File: src/rtl/rob_alloc_if.sv
// Decode/ROB/LSQ-facing bundle for the ROB-id and LSQ-slot allocator.
// Latency: n/a (wires only).
// Backpressure: alloc_stall is the only backpressure signal and it goes to decode.
//
// Ports:
//   master -- the pipeline side: decode request, ROB retire/flush, LSQ release.
//   slave  -- the allocator: grant, granted id, stall, head, counts, error flag.
interface rob_alloc_if;
    // decode side
    logic       decode_alloc_req;
    logic       decode_uses_memory;
    logic       alloc_grant;
    logic [7:0] alloc_robid;
    logic       alloc_stall;
    // ROB side
    logic       rob_retire;
    logic [7:0] rob_retire_robid;
    logic       rob_flush;
    logic [7:0] rob_head;
    logic [8:0] rob_count;
    // LSQ side
    logic       lsq_release;
    logic [7:0] lsq_count;
    // status
    logic       alloc_error;

    modport master (
        output decode_alloc_req,
        output decode_uses_memory,
        output rob_retire,
        output rob_retire_robid,
        output rob_flush,
        output lsq_release,
        input  alloc_grant,
        input  alloc_robid,
        input  alloc_stall,
        input  rob_head,
        input  rob_count,
        input  lsq_count,
        input  alloc_error
    );

    modport slave (
        input  decode_alloc_req,
        input  decode_uses_memory,
        input  rob_retire,
        input  rob_retire_robid,
        input  rob_flush,
        input  lsq_release,
        output alloc_grant,
        output alloc_robid,
        output alloc_stall,
        output rob_head,
        output rob_count,
        output lsq_count,
        output alloc_error
    );
endinterface

File: src/rtl/rob_alloc.sv
// In-order ROB-id and LSQ-slot allocator between decode and rename.
// Latency: grant/stall/id are combinational (zero cycles); state updates on the next posedge.
// Backpressure: alloc_stall holds decode when the ROB is full, an LSQ slot is needed but none is free, or a flush is in progress.
//
// Ports:
//   clk  -- clock, all state changes on posedge
//   rst  -- asynchronous active-high reset
//   bus  -- rob_alloc_if.slave: decode request/grant, ROB retire/flush/head/count,
//           LSQ release/count, sticky alloc_error
module rob_alloc #(
    parameter int ROB_DEPTH = 64,   // power of two, 2..256
    parameter int LSQ_DEPTH = 16    // 1..255
) (
    input  logic         clk,
    input  logic         rst,
    rob_alloc_if.slave   bus
);

    localparam int         PTR_W    = $clog2(ROB_DEPTH);
    localparam logic [8:0] ROB_FULL = 9'(ROB_DEPTH);
    localparam logic [7:0] LSQ_FULL = 8'(LSQ_DEPTH);

    // ------------------------------------------------------------------
    // State
    // ------------------------------------------------------------------
    logic [PTR_W-1:0] head_q,      head_d;
    logic [PTR_W-1:0] tail_q,      tail_d;
    logic [8:0]       rob_count_q, rob_count_d;
    logic [7:0]       lsq_count_q, lsq_count_d;
    logic             error_q,     error_d;

    // ------------------------------------------------------------------
    // Per-cycle decisions
    // ------------------------------------------------------------------
    logic rob_full;
    logic lsq_full;
    logic stall;
    logic grant;
    logic grant_mem;
    logic retire_legal;
    logic retire_illegal;
    logic release_legal;
    logic release_illegal;

    assign rob_full = (rob_count_q == ROB_FULL);
    assign lsq_full = (lsq_count_q == LSQ_FULL);

    // Stall is computed from registered counts only: capacity freed by a
    // retire or release this cycle is not visible until the next cycle.
    assign stall = bus.decode_alloc_req &
                   (rob_full | (bus.decode_uses_memory & lsq_full) | bus.rob_flush);
    assign grant     = bus.decode_alloc_req & ~stall;
    assign grant_mem = grant & bus.decode_uses_memory;

    // A retire must name the current head of a non-empty ROB.
    assign retire_legal   = bus.rob_retire && (rob_count_q != 9'd0) &&
                            (bus.rob_retire_robid == 8'(head_q));
    assign retire_illegal = bus.rob_retire & ~retire_legal;

    // A release during flush is dropped outright: the flush empties the LSQ
    // count anyway, so it is neither applied nor treated as an error.
    assign release_legal   = bus.lsq_release & ~bus.rob_flush & (lsq_count_q != 8'd0);
    assign release_illegal = bus.lsq_release & ~bus.rob_flush & (lsq_count_q == 8'd0);

    // ------------------------------------------------------------------
    // Next state
    // ------------------------------------------------------------------
    always_comb begin
        head_d      = head_q;
        tail_d      = tail_q;
        rob_count_d = rob_count_q;
        lsq_count_d = lsq_count_q;
        error_d     = error_q | retire_illegal | release_illegal;

        // Pointers wrap for free because ROB_DEPTH is a power of two.
        head_d = head_q + PTR_W'(retire_legal);

        if (bus.rob_flush) begin
            // Retire is applied first, so the surviving head is the
            // post-retire head and the ROB restarts empty from there.
            tail_d      = head_d;
            rob_count_d = 9'd0;
            lsq_count_d = 8'd0;
        end else begin
            tail_d      = tail_q + PTR_W'(grant);
            rob_count_d = rob_count_q + 9'(grant) - 9'(retire_legal);
            lsq_count_d = lsq_count_q + 8'(grant_mem) - 8'(release_legal);
        end
    end

    always_ff @(posedge clk or posedge rst) begin
        if (rst) begin
            head_q      <= '0;
            tail_q      <= '0;
            rob_count_q <= '0;
            lsq_count_q <= '0;
            error_q     <= 1'b0;
        end else begin
            head_q      <= head_d;
            tail_q      <= tail_d;
            rob_count_q <= rob_count_d;
            lsq_count_q <= lsq_count_d;
            error_q     <= error_d;
        end
    end

    // ------------------------------------------------------------------
    // Outputs
    // ------------------------------------------------------------------
    assign bus.alloc_grant = grant;
    assign bus.alloc_stall = stall;
    assign bus.alloc_robid = 8'(tail_q);
    assign bus.rob_head    = 8'(head_q);
    assign bus.rob_count   = rob_count_q;
    assign bus.lsq_count   = lsq_count_q;
    assign bus.alloc_error = error_q;

endmodule

File: src/flat_wrapper.sv
// flat-port wrapper written by rule: the top's interface ports become plain ports
module rob_alloc_flat 
#(
    parameter int ROB_DEPTH = 64,                          
    parameter int LSQ_DEPTH = 16             
)
  (clk, rst, bus_decode_alloc_req, bus_decode_uses_memory, bus_rob_retire, bus_rob_retire_robid, bus_rob_flush, bus_lsq_release, bus_alloc_grant, bus_alloc_robid, bus_alloc_stall, bus_rob_head, bus_rob_count, bus_lsq_count, bus_alloc_error);
  rob_alloc_if bus_i ();
  input  logic clk;
  input  logic rst;
  input wire logic [$bits(bus_i.decode_alloc_req)-1:0] bus_decode_alloc_req;
  input wire logic [$bits(bus_i.decode_uses_memory)-1:0] bus_decode_uses_memory;
  input wire logic [$bits(bus_i.rob_retire)-1:0] bus_rob_retire;
  input wire logic [$bits(bus_i.rob_retire_robid)-1:0] bus_rob_retire_robid;
  input wire logic [$bits(bus_i.rob_flush)-1:0] bus_rob_flush;
  input wire logic [$bits(bus_i.lsq_release)-1:0] bus_lsq_release;
  output wire logic [$bits(bus_i.alloc_grant)-1:0] bus_alloc_grant;
  output wire logic [$bits(bus_i.alloc_robid)-1:0] bus_alloc_robid;
  output wire logic [$bits(bus_i.alloc_stall)-1:0] bus_alloc_stall;
  output wire logic [$bits(bus_i.rob_head)-1:0] bus_rob_head;
  output wire logic [$bits(bus_i.rob_count)-1:0] bus_rob_count;
  output wire logic [$bits(bus_i.lsq_count)-1:0] bus_lsq_count;
  output wire logic [$bits(bus_i.alloc_error)-1:0] bus_alloc_error;
  assign bus_i.decode_alloc_req = bus_decode_alloc_req;
  assign bus_i.decode_uses_memory = bus_decode_uses_memory;
  assign bus_i.rob_retire = bus_rob_retire;
  assign bus_i.rob_retire_robid = bus_rob_retire_robid;
  assign bus_i.rob_flush = bus_rob_flush;
  assign bus_i.lsq_release = bus_lsq_release;
  assign bus_alloc_grant = bus_i.alloc_grant;
  assign bus_alloc_robid = bus_i.alloc_robid;
  assign bus_alloc_stall = bus_i.alloc_stall;
  assign bus_rob_head = bus_i.rob_head;
  assign bus_rob_count = bus_i.rob_count;
  assign bus_lsq_count = bus_i.lsq_count;
  assign bus_alloc_error = bus_i.alloc_error;
  rob_alloc #(.ROB_DEPTH(ROB_DEPTH), .LSQ_DEPTH(LSQ_DEPTH)) u_core (.clk(clk), .rst(rst), .bus(bus_i));
endmodule
File: config.mk
export PLATFORM = sky130hd
export DESIGN_NAME = rob_alloc_flat
export DESIGN_NICKNAME = d
export VERILOG_FILES = /design/src/rtl/rob_alloc_if.sv /design/src/rtl/rob_alloc.sv /design/src/flat_wrapper.sv
export SDC_FILE = /design/constraint.sdc
export NUM_CORES = 1
export LEC_CHECK = 0
export CAP_MARGIN = 20
export CORE_AREA = 2 2 84 54
export CTS_BUF_LIST = sky130_fd_sc_hd__clkbuf_16
export DETAILED_ROUTE_END_ITERATION = 16
export DIE_AREA = 0 0 86 56
export PLACE_DENSITY = 0.87
export SLEW_MARGIN = 20
export SYNTH_ARGS = -nofsm -noshare
export SYNTH_HDL_FRONTEND = slang
export SYNTH_SLANG_ARGS = --single-unit
File: constraint.sdc
create_clock -name clk -period 5.4 [get_ports clk]
set_input_delay 1.62 -clock clk [delete_from_list [all_inputs] [get_ports clk]]
set_output_delay 1.62 -clock clk [all_outputs]
set_load 0.01 [all_outputs]
======== After elaboration in Yosys (flattened, before gate mapping) ========
Cells that the tools add are included.
storage, ports and cells
  flip-flop bits (word level) ............. 30
  latch bits .............................. 0
  RAM bits ................................ 0
  ROM bits ................................ 0
  bits of input ports ..................... 15
  output and inout port bits .............. 36
  logic and storage cells ................. 37
  memories ................................ 0
operators by class
  $add $sub $neg .......................... 6
  $mul .................................... 0
  div/mod/pow operators ................... 0
  magnitude comparators ................... 0
  eq/ne operators ......................... 3
  shift-type cells ........................ 0
  mux-type cells .......................... 3
  bitwise logic cells ..................... 15
  reduce and logical (&&, ||, !) cells .... 5
operators with widths
  cell                                                                   count
  6-bit by 1-bit adder with 6-bit output                                 2
  9-bit by 1-bit adder with 9-bit output                                 1
  9-bit by 7-bit equality test with 1-bit output, second input constant  1
  9-bit two-way mux                                                      1
  9-bit nonzero test                                                     1
  9-bit by 1-bit subtractor with 9-bit output                            1
  8-bit by 1-bit adder with 8-bit output                                 1
  1-bit bitwise AND                                                      8
  8-bit by 5-bit equality test with 1-bit output, second input constant  1
  8-bit by 6-bit equality test with 1-bit output                         1
  8-bit logical NOT                                                      1
  8-bit two-way mux                                                      1
  8-bit nonzero test                                                     1
  8-bit by 1-bit subtractor with 8-bit output                            1
  6-bit two-way mux                                                      1
  1-bit bitwise OR                                                       4
  1-bit NOT                                                              3
  1-bit logical AND                                                      2

======== Logic depth before layout (Yosys ltp) ========
  depth after elaboration ................. 11
  depth in mapped cells ................... 14
  gate-level depth less buffers ........... 14

======== Least setup slack after synthesis ========
No wires, ideal clock.
  path kind ............................... input -> register
  start ................................... input port bus_rob_retire_robid[0]
  end ..................................... register u_core.rob_count_q[6], in the netlist u_core.bus.rob_count[6]
  library setup time ...................... 126 ps
  arrival time ............................ 3704 ps
  data required time ...................... 5274 ps
  setup slack ............................. 1570 ps
  cell stages on the path ................. 11
  path buffers ............................ 0
  cell sequence ........................... xor2_1 nor4b_4 nand4_4 xnor2_1 ha_1 fa_1 a21oi_1 o21bai_1 a21oi_1 nor4_1 a311o_1
on the way
  cells in the longest elaborated chain, start to end .. 4
ends and longest elaborated chain
  element                                         line                RTL
  start, declared                                 flat_wrapper.sv:14  input wire logic [$bits(bus_i.rob_retire_robid)-1:0] bus_rob_retire_robid;
  8-bit by 6-bit equality test with 1-bit output  rob_alloc.sv:57     (bus.rob_retire_robid == 8'(head_q));
  1-bit logical AND                               rob_alloc.sv:56     assign retire_legal = bus.rob_retire && (rob_count_q != 9'd0) &&
  9-bit by 1-bit subtractor with 9-bit output     rob_alloc.sv:86     rob_count_d = rob_count_q + 9'(grant) - 9'(retire_legal);
  9-bit two-way mux                               rob_alloc.sv:78     if (bus.rob_flush) begin
  via u_core.rob_count_d[6]                       rob_alloc.sv:28     logic [8:0] rob_count_q, rob_count_d;
  end signal, assigned                            rob_alloc.sv:101    rob_count_q <= rob_count_d;
  end, declared                                   rob_alloc.sv:28
The timed path passes the listed nets, and every way through them passes these cells.

======== Worst setup path in the final report ========
  start ................................... input port bus_decode_uses_memory
  end ..................................... output port bus_alloc_grant
on the way
  cells in the longest elaborated chain, start to end .. 6
ends and longest elaborated chain
  element                         line                RTL
  start, declared                 flat_wrapper.sv:12  input wire logic [$bits(bus_i.decode_uses_memory)-1:0] bus_decode_uses_memory;
  1-bit bitwise AND               rob_alloc.sv:51     (rob_full | (bus.decode_uses_memory & lsq_full) | bus.rob_flush);
  1-bit bitwise OR (2 in series)  rob_alloc.sv:51
  1-bit bitwise AND               rob_alloc.sv:50     assign stall = bus.decode_alloc_req &
  1-bit NOT                       rob_alloc.sv:52     assign grant = bus.decode_alloc_req & ~stall;
  1-bit bitwise AND               rob_alloc.sv:52
  end, declared                   flat_wrapper.sv:17  output wire logic [$bits(bus_i.alloc_grant)-1:0] bus_alloc_grant;
Every way passes these cells.

==> out/qor.yml <==
synth:
  yosys_most_used_dff: "dfrtp_1"
  ys_async_sr_fraction_pct: 100.0
  synthCells: 217
  synth_area_mm2: 0.002103
  syn_avg_cell_area_um2: 9.692
  synth.lib_cells_used.distinct: 46
  synth_warnings: 0
  synth-edff-count: 0
  synth_area_leader_cell: "dfrtp_1"
  synth_area_leaders: "dfrtp_1 36%, ha_1 15%, xnor2_1 5.4%"
  seq_area_frac_synth_pct: 35.69
  proportion_of_netlist_area_held_by_the_largest_area_contributor_pct: 35.69
  synth.ff_latch_count: 30
finish:
  layout.cells.most_common_list: "46 x clkdlybuf4s50_1, 30 x dfrtp_1, 25 x ha_1"
  synth_to_final_area_change_pct: 32.06
  fin_nets: 311
  final_util_pct: 69.68
  fill_cells: 287
  layout-drive-gt1-share_pct: 7.063
  layout.area.seq_um2: 750.7
  multiInputGateArea_mm2: 0.001247
  antennaDiodeCount: 0
  layout_commonest_cell: "clkdlybuf4s50_1"
clock_tree:
  clock-sinks: 30
  insertion_delay_ps: 270
  cts_tree: "built"
  cts-htree-levels: 2
  clk_transition_reported_paths_ps: 50
  cts_setup_buffers: 0
  post_cts_resized: 0
  cts_max_path_buffers: 2
  numCtsBuffers: 5
  cts_root_buf: "clkbuf_16"
  post_cts_hold_buffer_count: 0
detailed_routing:
  ant_nets: 0
  detail_route.vias_per_cell: 5.558
  dr.pass1.iters: 4
  drt-wirelength-per-cell_um: 15.62
  routed_wl_um: 4984
  drc: 0
  dr.first_iter.drc_count: 156
  vias: 1773
die:
  io_count: 51
  fp.dieH_um: 56
  die_x_um: 86
  dieArea_mm2: 0.004816
  floorplan.initialDensity_pct: 52.76
  core_mm2: 0.003986
  floorplan.rows: 18
min_path:
  holdPathEnd: "u_core.bus.alloc_error"
  min_from: "u_core.bus.alloc_error"
  worst_hold_path_type: "flip-flop to flip-flop"
  min_delay_path_depth: 1
setup_path:
  timing.critical_path.arrival_ps: 3370
  regToRegSetupSlack_ps: 2040
  timing.rr.end: "u_core.bus.rob_count[6]"
  worst_r2r_startpoint: "u_core.bus.lsq_count[6]"
  worst_r2r_path_depth: 14
  critPathRequiredTime_ps: 3780
  worst_setup_path_start_kind: "input pin"
  endpoint_kind: "output pin"
  critPathMaxFanout: 4
  critical_path_class: "input pin to output pin"
timing:
  drv_slew: 0
  finalSetupViolCount: 0
  worst_slack_ps: 412.9
  unrepaired_setup_endpoints_after_global_routing: "no"
  setup_tns_final_ps: 0
  period_share_pct: 92.35
  finalHoldViolations: 0
  layout_min_cycle_time_ps: 4987
  hold_ws_ps: 465.2
  finalClockSkew_ps: 5.763
  max_freq_mhz: 200.5
global_route:
  grt_start_max_net_pins: 34
  globalRouteOverflowTotal: 0
  grt_util_all_layers_pct: 21.60
  wire_length_of_the_first_global_routing_pass_um: 8135
  antenna_found_initial: 0
  grt_pass1_vias: 1677
placement:
  port-buffer-count: 46
  dp_hpwl_um: 3745
  detailedPlace.worstSlack_ps: 451.5
  globalplace.congestion: 0.8322
power:
  p_leak_uw: 0.001266
  power-per-cell-area_mw_per_mm2: 489.2
  p_total_uw: 1359
  maximum_vdd_ir_drop_mv: 0.2614
run_status:
  run_status: "completed"
job:
  timing.max_cap.violations: 0
## power by group
part | leakage, µW | switching, µW | internal [µW]
Combinational | 0.000794 | 378 | 351
Sequential | 0.000395 | 44.8 | 277
Clock | 0.0000773 | 95.5 | 213
Total | 0.00127 | 518 | 841
## worst max-delay path by stage
stage / start / endpoint / slack (ps)
final: bus_decode_uses_memory / bus_alloc_grant / 410
after global routing: bus_decode_uses_memory / bus_alloc_grant / 300
after CTS: bus_decode_uses_memory / bus_alloc_grant / 440
after detailed placement: bus_decode_uses_memory / bus_alloc_grant / 450
after global placement: bus_decode_uses_memory / bus_alloc_grant / 480
after floorplan: bus_rob_retire_robid[0] / u_core.bus.rob_count[6] / 1570
## sequential cells by signal (all words and copies together), names as in the netlist
| signal | flops |
|---|---|
| u_core.bus.alloc_error | 1 |
| u_core.bus.lsq_count | 8 |
| u_core.bus.rob_count | 9 |
| u_core.head_q | 6 |
| u_core.tail_q | 6 |
## cell usage after synthesis, types with 2 or more instances
library cell  number
a21o_1             3
a21oi_1            8
a31oi_1            4
and3_1             3
buf_4              4
clkbuf_1           2
dfrtp_1           30
fa_1               2
ha_1              25
inv_1             19
mux2_2             3
nand2_1           11
nand2b_1           2
nand3_1            9
nand4_1            4
nor2_1            16
nor2b_1            6
nor3_1             4
nor4_1             3
o21a_1             2
o21ai_0            5
o21bai_1           6
or3_1              3
or4_1              2
xnor2_1           13
xor2_1             8
## critical path, cell delays in order
cell and delay (ps):
clkdlybuf4s50_1 420, a311oi_1 480, and2_1 290, clkdlybuf4s50_1 560
## routing by layer
layer,wire length [µm],up-vias,GRT usage [%]
met5,0,-,0
met4,36,0,4.535
met3,269,6,4.896
met2,2302,63,33.00
met1,2376,847,31.18
li1,-,857,-
## stage by stage
stage | cell area [µm²] | instances
finish | 2778 | 319
global route | 2778 | 319
CTS | 2778 | 319
detailed placement | 2619 | 312
global placement | 2619 | 312
floorplan | 2115 | 220
## cell families after synthesis
family	count (synthesis)	share of synthesized area (%)
simple gates	72	19.93
compound gates	35	11.06
flops	30	35.69
fa+ha+maj	27	16.78
buf+inv	27	5.532
xor+xnor	21	8.745
mux	4	2.082
other cells	1	0.1783
## cell type report
cell class,count,share of cell area [%]
flip-flops and latches,30,27.03
clock inverters,2,1.216
well taps,50,2.252
inverters,20,2.703
clock buffers,5,4.505
multi-input cells,163,44.91
repair buffers,49,17.39
(Power assumes the default switching activity.)
